===== src/rtl/instr_mem_loadable.sv =====
// Loadable instruction memory: a streaming load port fills DEPTH words, and a
// byte-addressed fetch port returns registered instructions with one-cycle latency.
module instr_mem_loadable #(
    parameter int DATA_W = 32,
    parameter int ADDR_W = 32,
    parameter int DEPTH  = 64,
    localparam int CNT_W = $clog2(DEPTH) + 1
) (
    input  logic              clk,
    input  logic              rst_n,
    input  logic              load_start,
    input  logic              load_valid,
    input  logic [DATA_W-1:0] load_data,
    input  logic              load_last,
    output logic              load_ready,
    output logic              load_done,
    output logic [CNT_W-1:0]  load_count,
    input  logic              fetch_req,
    input  logic [ADDR_W-1:0] fetch_addr,
    output logic              fetch_ready,
    output logic [DATA_W-1:0] instr,
    output logic              instr_valid,
    output logic              fetch_fault
);

    localparam int AW    = $clog2(DEPTH);
    localparam int IDX_W = ADDR_W - 2;
    localparam logic [CNT_W-1:0] DEPTH_C  = CNT_W'(DEPTH);
    localparam logic [CNT_W-1:0] LAST_IDX = CNT_W'(DEPTH - 1);
    localparam logic [IDX_W-1:0] DEPTH_I  = IDX_W'(DEPTH);

    typedef enum logic [1:0] {
        IDLE,
        LOAD,
        RUN
    } state_t;

    state_t            state;
    logic [DATA_W-1:0] mem [DEPTH];

    logic              load_fire;
    logic              fetch_fire;
    logic [IDX_W-1:0]  fetch_index;
    logic [AW-1:0]     idx_lo;
    logic              misaligned;
    logic              in_range;
    logic              loaded;

    // Handshake readies are combinational so a same-cycle load_start can veto both ports.
    assign load_ready  = rst_n && (state == LOAD) && (load_count < DEPTH_C) && !load_start;
    assign fetch_ready = rst_n && (state != LOAD) && !load_start;
    assign load_fire   = load_valid && load_ready;
    assign fetch_fire  = fetch_req && fetch_ready;

    assign fetch_index = fetch_addr[ADDR_W-1:2];
    assign idx_lo      = fetch_index[AW-1:0];
    assign misaligned  = (fetch_addr[1:0] != 2'b00);
    assign in_range    = (fetch_index < DEPTH_I);
    assign loaded      = ({1'b0, idx_lo} < load_count);

    // NOTE: sequential state uses non-blocking assignments so every register
    // samples the pre-edge values of the others, independent of block order.
    always_ff @(posedge clk or negedge rst_n) begin
        if (!rst_n) begin
            state      <= IDLE;
            load_count <= '0;
            load_done  <= 1'b0;
        end else begin
            load_done <= 1'b0;
            if (load_start) begin
                state      <= LOAD;
                load_count <= '0;
            end else if (load_fire) begin
                load_count <= load_count + 1'b1;
                if (load_last || (load_count == LAST_IDX)) begin
                    state     <= RUN;
                    load_done <= 1'b1;
                end
            end
        end
    end

    // NOTE: the array has no reset; reads are gated by load_count, so stale
    // contents never reach instr and the array can map onto plain RAM.
    always_ff @(posedge clk) begin
        if (load_fire) begin
            mem[load_count[AW-1:0]] <= load_data;
        end
    end

    always_ff @(posedge clk or negedge rst_n) begin
        if (!rst_n) begin
            instr       <= '0;
            instr_valid <= 1'b0;
            fetch_fault <= 1'b0;
        end else begin
            instr_valid <= fetch_fire;
            if (fetch_fire) begin
                if (misaligned || !in_range) begin
                    instr       <= '0;
                    fetch_fault <= 1'b1;
                end else begin
                    instr       <= loaded ? mem[idx_lo] : '0;
                    fetch_fault <= 1'b0;
                end
            end
        end
    end

endmodule


===== config.mk =====
export PLATFORM = sky130hd
export DESIGN_NAME = instr_mem_loadable
export DESIGN_NICKNAME = d
export VERILOG_FILES = /design/src/rtl/instr_mem_loadable.sv
export SDC_FILE = /design/constraint.sdc
export NUM_CORES = 2
export LEC_CHECK = 0
export CAP_MARGIN = 20
export CORE_AREA = 2 2 403 405
export DETAILED_ROUTE_END_ITERATION = 12
export DIE_AREA = 0 0 405 407
export GPL_TIMING_DRIVEN = 0
export HOLD_SLACK_MARGIN = 0.02
export PLACE_DENSITY = 0.72
export REMOVE_ABC_BUFFERS = 1
export SYNTH_ARGS = -nofsm -noshare
export SYNTH_HDL_FRONTEND = slang
export SYNTH_SLANG_ARGS = --single-unit

===== constraint.sdc =====
create_clock -name clk -period 5.6 [get_ports clk]
set_input_delay 1.12 -clock clk [delete_from_list [all_inputs] [get_ports clk]]
set_output_delay 1.12 -clock clk [all_outputs]
set_load 0.01 [all_outputs]

# Word level (Yosys, flattened, before mapping)
# Memory sizes are Yosys's and may differ from the RTL's.
# Index checks and enable logic that the tools add are counted.
# op_classes
n_addsub,1
n_lt_le_gt_ge,3
n_eq_ne,3
n_mux,13
n_reduce_logical,15
# op_table
op,n
$mux 32,2
$lt 30x7->1 const B,1
$mux 7,2
$add 7x1->7 const B,1
$eq 7x6->1 const B,1
$logic_and 1x1->1,7
$lt 6x7->1,1
$lt 7x7->1 const B,1
$mux 1,6
$mux 2,3
$reduce_bool 2->1,3
$eq 2x1->1 const B,1
$logic_not 1->1,2
$logic_or 1x1->1,2
$ne 2x1->1 const B,1
$reduce_and 2->1,1
# totals
register_bits,44
ramBits,2048
in_bits,70
wordCells,42
mem_count,1
# mem_list
memory,depth,word_bits,read_ports,rd_clocked_by_memory_dff,wr,line_no,text
mem,64,32,1,0,1,39,logic [DATA_W-1:0] mem [DEPTH];

# Longest topological paths before layout
# depth
word_depth,7
mapped_depth,11

# Worst setup path before layout
# OpenSTA, ideal clock, no wires.
# synth_path
path_type,input -> register
start,input load_start
end,"memory mem[62][0], enable pin"
setup_ps,421
arrival_time_ps,3865
required_time_ps,5179
slack_ps,1314
cell_stages,6
path_buffers,2
path_cell_list,clkbuf_1 > nor4bb_1 > nand3b_1 > or4_1 > clkbuf_1 > nor2_1
# synth_via
elab_chain_len,5
# synth_lines
element,line_no,text
from (decl),11,"input logic load_start,"
$logic_not 1->1,50,assign load_ready = rst_n && (state == LOAD) && (load_count < DEPTH_C) && !load_start;
$logic_and 1x1->1,50,
$logic_and 1x1->1,52,assign load_fire = load_valid && load_ready;
$mux 1,86,if (load_fire) begin
$mux 1 (implied by the code),87,mem[load_count[AW-1:0]] <= load_data;
to (decl),39,
# Every way passes these cells.

# Worst setup path after layout
# layout_path
start,input load_start
end,"memory mem[41][14], enable pin"
# Same word-level chain as after synthesis.

==> flow_summary_export.csv <==
group,metric,value,unit
placement,routabilityCongestion,0.8232,
final_layout,drive_above_1_share,25.67,%
final_layout,fin_area,91650,um2
worst_setup_path,endpoint_kind,"flip-flop",
clocking,cts_setup_buffers,0,
worst_setup_path,crit_path_start_kind,"primary input",
worst_setup_path,path_cells,"clkdlybuf4s50_1, nor4bb_1, nand3b_1, nor2_1, nand3_1, nor2_4, buf_12",
timing,fmax,0.2221,GHz
synthesis,yosysTopAreaCell,"edfxtp_1",
timing,setup_ws,1.097,ns
global_routing,grt_usage,23.20,%
worst_setup_path,arrival,5.00,ns
clocking,cts_buffers,195,
drt,wl,189.1,mm
global_routing,grt-ovfl-total,0,
global_routing,grt_antenna_before_repair,5,
final_layout,syn_to_final_growth,15.05,%
global_routing,grt_max_degree,106,
worst_setup_path,path_buf_inv,2,
drt,drc,0,
flow_run,maxCapViolations,0,
synthesis,syn_inst,3504,
drt,drt-initial-drc-count,5205,
timing,relSlewSlack,24.02,%
synthesis,synthTopCellsByCount,"edfxtp_1 (2048), mux4_2 (499), a22oi_1 (142)",
drt,vias,38200,
floorplanning,fp.dieW,405,um
floorplanning,die_y,407,um
clocking,cts_tree,"yes",
final_layout,final_core_util,57.21,%
clocking,cts.path.max_buffers,3,
synthesis,ys_top_cells_by_area,"edfxtp_1 (77%), mux4_2 (14%), mux2i_1 (1.5%), dfrtp_1 (1.4%), a22oi_1 (1.3%)",
synthesis,ys_types,48,
synthesis,yosysSeqAreaShare,78.59,%
clocking,clk-insertion-delay-late,0.82,ns
drt,vias_per_cell,6.298,
drt,antenna_left,0,
power_and_ir_drop,finalPower,31.35,mW
timing,drv_slew,0,
clocking,clk_pin_slew_worst_paths,0.06,ns
floorplanning,num_rows,147,
timing,period_share,80.41,%
drt,avgRoutedWirePerCell,31.18,um
timing,tightest_slew,1.140,ns
clocking,ctsHoldBuffers,0,
synthesis,yosysMostFrequentCell,"edfxtp_1",
synthesis,synth_edf_count,2048,
worst_setup_path,cp.required,6.09,ns
synthesis,synth_area_per_cell,22.73,um2
final_layout,nFillCells,11130,
synthesis,synth_top_area_share,77.20,%
min_path,hp-class,"in -> async",
power_and_ir_drop,p_leak,28.45,nW
timing,finalSetupViolCount,0,
worst_setup_path,crit_family,"simple AND/OR/NAND/NOR gates",
worst_setup_path,path_max_fanout,17,
placement,placed_area,85530,um2
final_layout,instances_no_fill,6065,
timing,skew,0.02671,ns
synthesis,yosys_register_bits,2092,
clocking,htree_levels,4,
worst_setup_path,cp_slowest_cell,"nor2_4",
timing,tns,0,ns
global_routing,grt_pass1_vias,38460,
clocking,clockRootBuffer,"clkbuf_16",
floorplanning,core,160200,um2
floorplanning,initial_core_util,49.72,%
clocking,clkSinkCount,2092,
timing,post-route-min-period,4.503,ns
synthesis,ys_warn_count,0,
floorplanning,num_io_pins,114,
placement,dp_cells,5703,
worst_setup_path,worst-r2r-setup-slack,1.73,ns
timing,hold_viol_final,0,
global_routing,grt_pass1_wl,272.1,mm
worst_setup_path,crit_type,"in -> reg",
timing,grt_setup_unrepaired,"false",
synthesis,syn_area,79660,um2
drt,drtPass1Iterations,6,
placement,dp_hpwl,110.9,mm
placement,post-place-ws,0.4901,ns
power_and_ir_drop,power_density,342.0,nW/um2
placement,portBuffers,113,
run_status,run_status,"finished clean",
floorplanning,dieArea,164800,um2
timing,whs,0.2395,ns
synthesis,synthArstFlopShare,2.103,%
synthesis,ys.flop_type,"edfxtp_1",
clocking,cts.repair.resized,0,
worst_setup_path,slowest_delay,0.97,ns
power_and_ir_drop,ir_drop,338.4,uV
final_layout,fin_nets,3817,
## kinds of logic (layout without fill, tap and decap cells)
logic type      count (synthesis)  count (layout)  synth area share [%]
simple gates                  219             219                 1.288
flops                        2092            2092                 78.59
other cells                     0               1                     0
xor+xnor                        3               3               0.03299
buf+inv                       211             611                 1.301
mux                           616             616                 15.58
fa+ha+maj                       6               6               0.09424
compound gates                357             357                 3.119
## layer usage
layer	up-vias	global-route usage [%]	wire length (um)
met5	-	0	0
met4	0	7.986	6076
met3	331	5.231	20090
met2	2267	36.86	91760
met1	20130	32.04	71170
li1	15480	-	-
## worst paths after layout
check                            from     endpoint  cells after the start
min in group clk            instr[21]    instr[21]                      2
hold / removal                  rst_n    instr[10]                      1
max in group asynchronous       rst_n    instr[21]                      2
setup reg to reg             state[0]  mem[41][14]                      6
setup / recovery           load_start  mem[41][14]                      7
hold reg to reg             instr[21]    instr[21]                      2
## layout make-up
type                       instances  area [um2]  area share [%]
timing repair buffer             240        3650           3.982
clock buffer                     239        5130           5.597
multi-input combinational       1201       16540           18.05
clock inverter                   121       984.7           1.074
inverter                          11       41.29         0.04505
sequential                      2092       62600           68.30
tap                             2160        2703           2.949
antenna                            1       2.502        0.002730
## registers in the layout, summed over array words and instances (netlist names)
signal	flops
fetch_fault	1
instr	32
instr_valid	1
load_count	7
load_done	1
mem	2048
state	2
## cell usage in the layout (no fill, tap or decap), types with 21 or more instances in the layout
| master | n |
|---|---|
| clkinv_1 | 58 |
| clkbuf_16 | 199 |
| nor2_1 | 21 |
| a22oi_1 | 142 |
| nor4_1 | 21 |
| buf_2 | 35 |
| mux2i_1 | 117 |
| clkinv_2 | 36 |
| clkbuf_1 | 40 |
| edfxtp_1 | 2048 |
| dfrtp_1 | 44 |
| a21oi_1 | 79 |
| buf_12 | 90 |
| nand2_1 | 49 |
| mux4_2 | 499 |
| clkdlybuf4s50_1 | 74 |
| nor2_4 | 65 |
| buf_16 | 28 |
## report_power, final
part           switching [mW]  internal (mW)  leakage [nW]
Sequential            0.00648           17.2          19.0
Clock                    5.61           7.14          2.99
Combinational           0.846          0.559          6.45
Total                    6.46           24.9          28.5
## worst reg2reg max path, stage by stage (launching register included)
cell      delay, ns
dfrtp_1        0.39
nor4bb_1       0.44
nand3b_1       0.40
nor2_1         0.30
nand3_1        0.74
nor2_4         0.97
buf_12         0.27
Note: power is estimated with default switching activity, not from simulation.
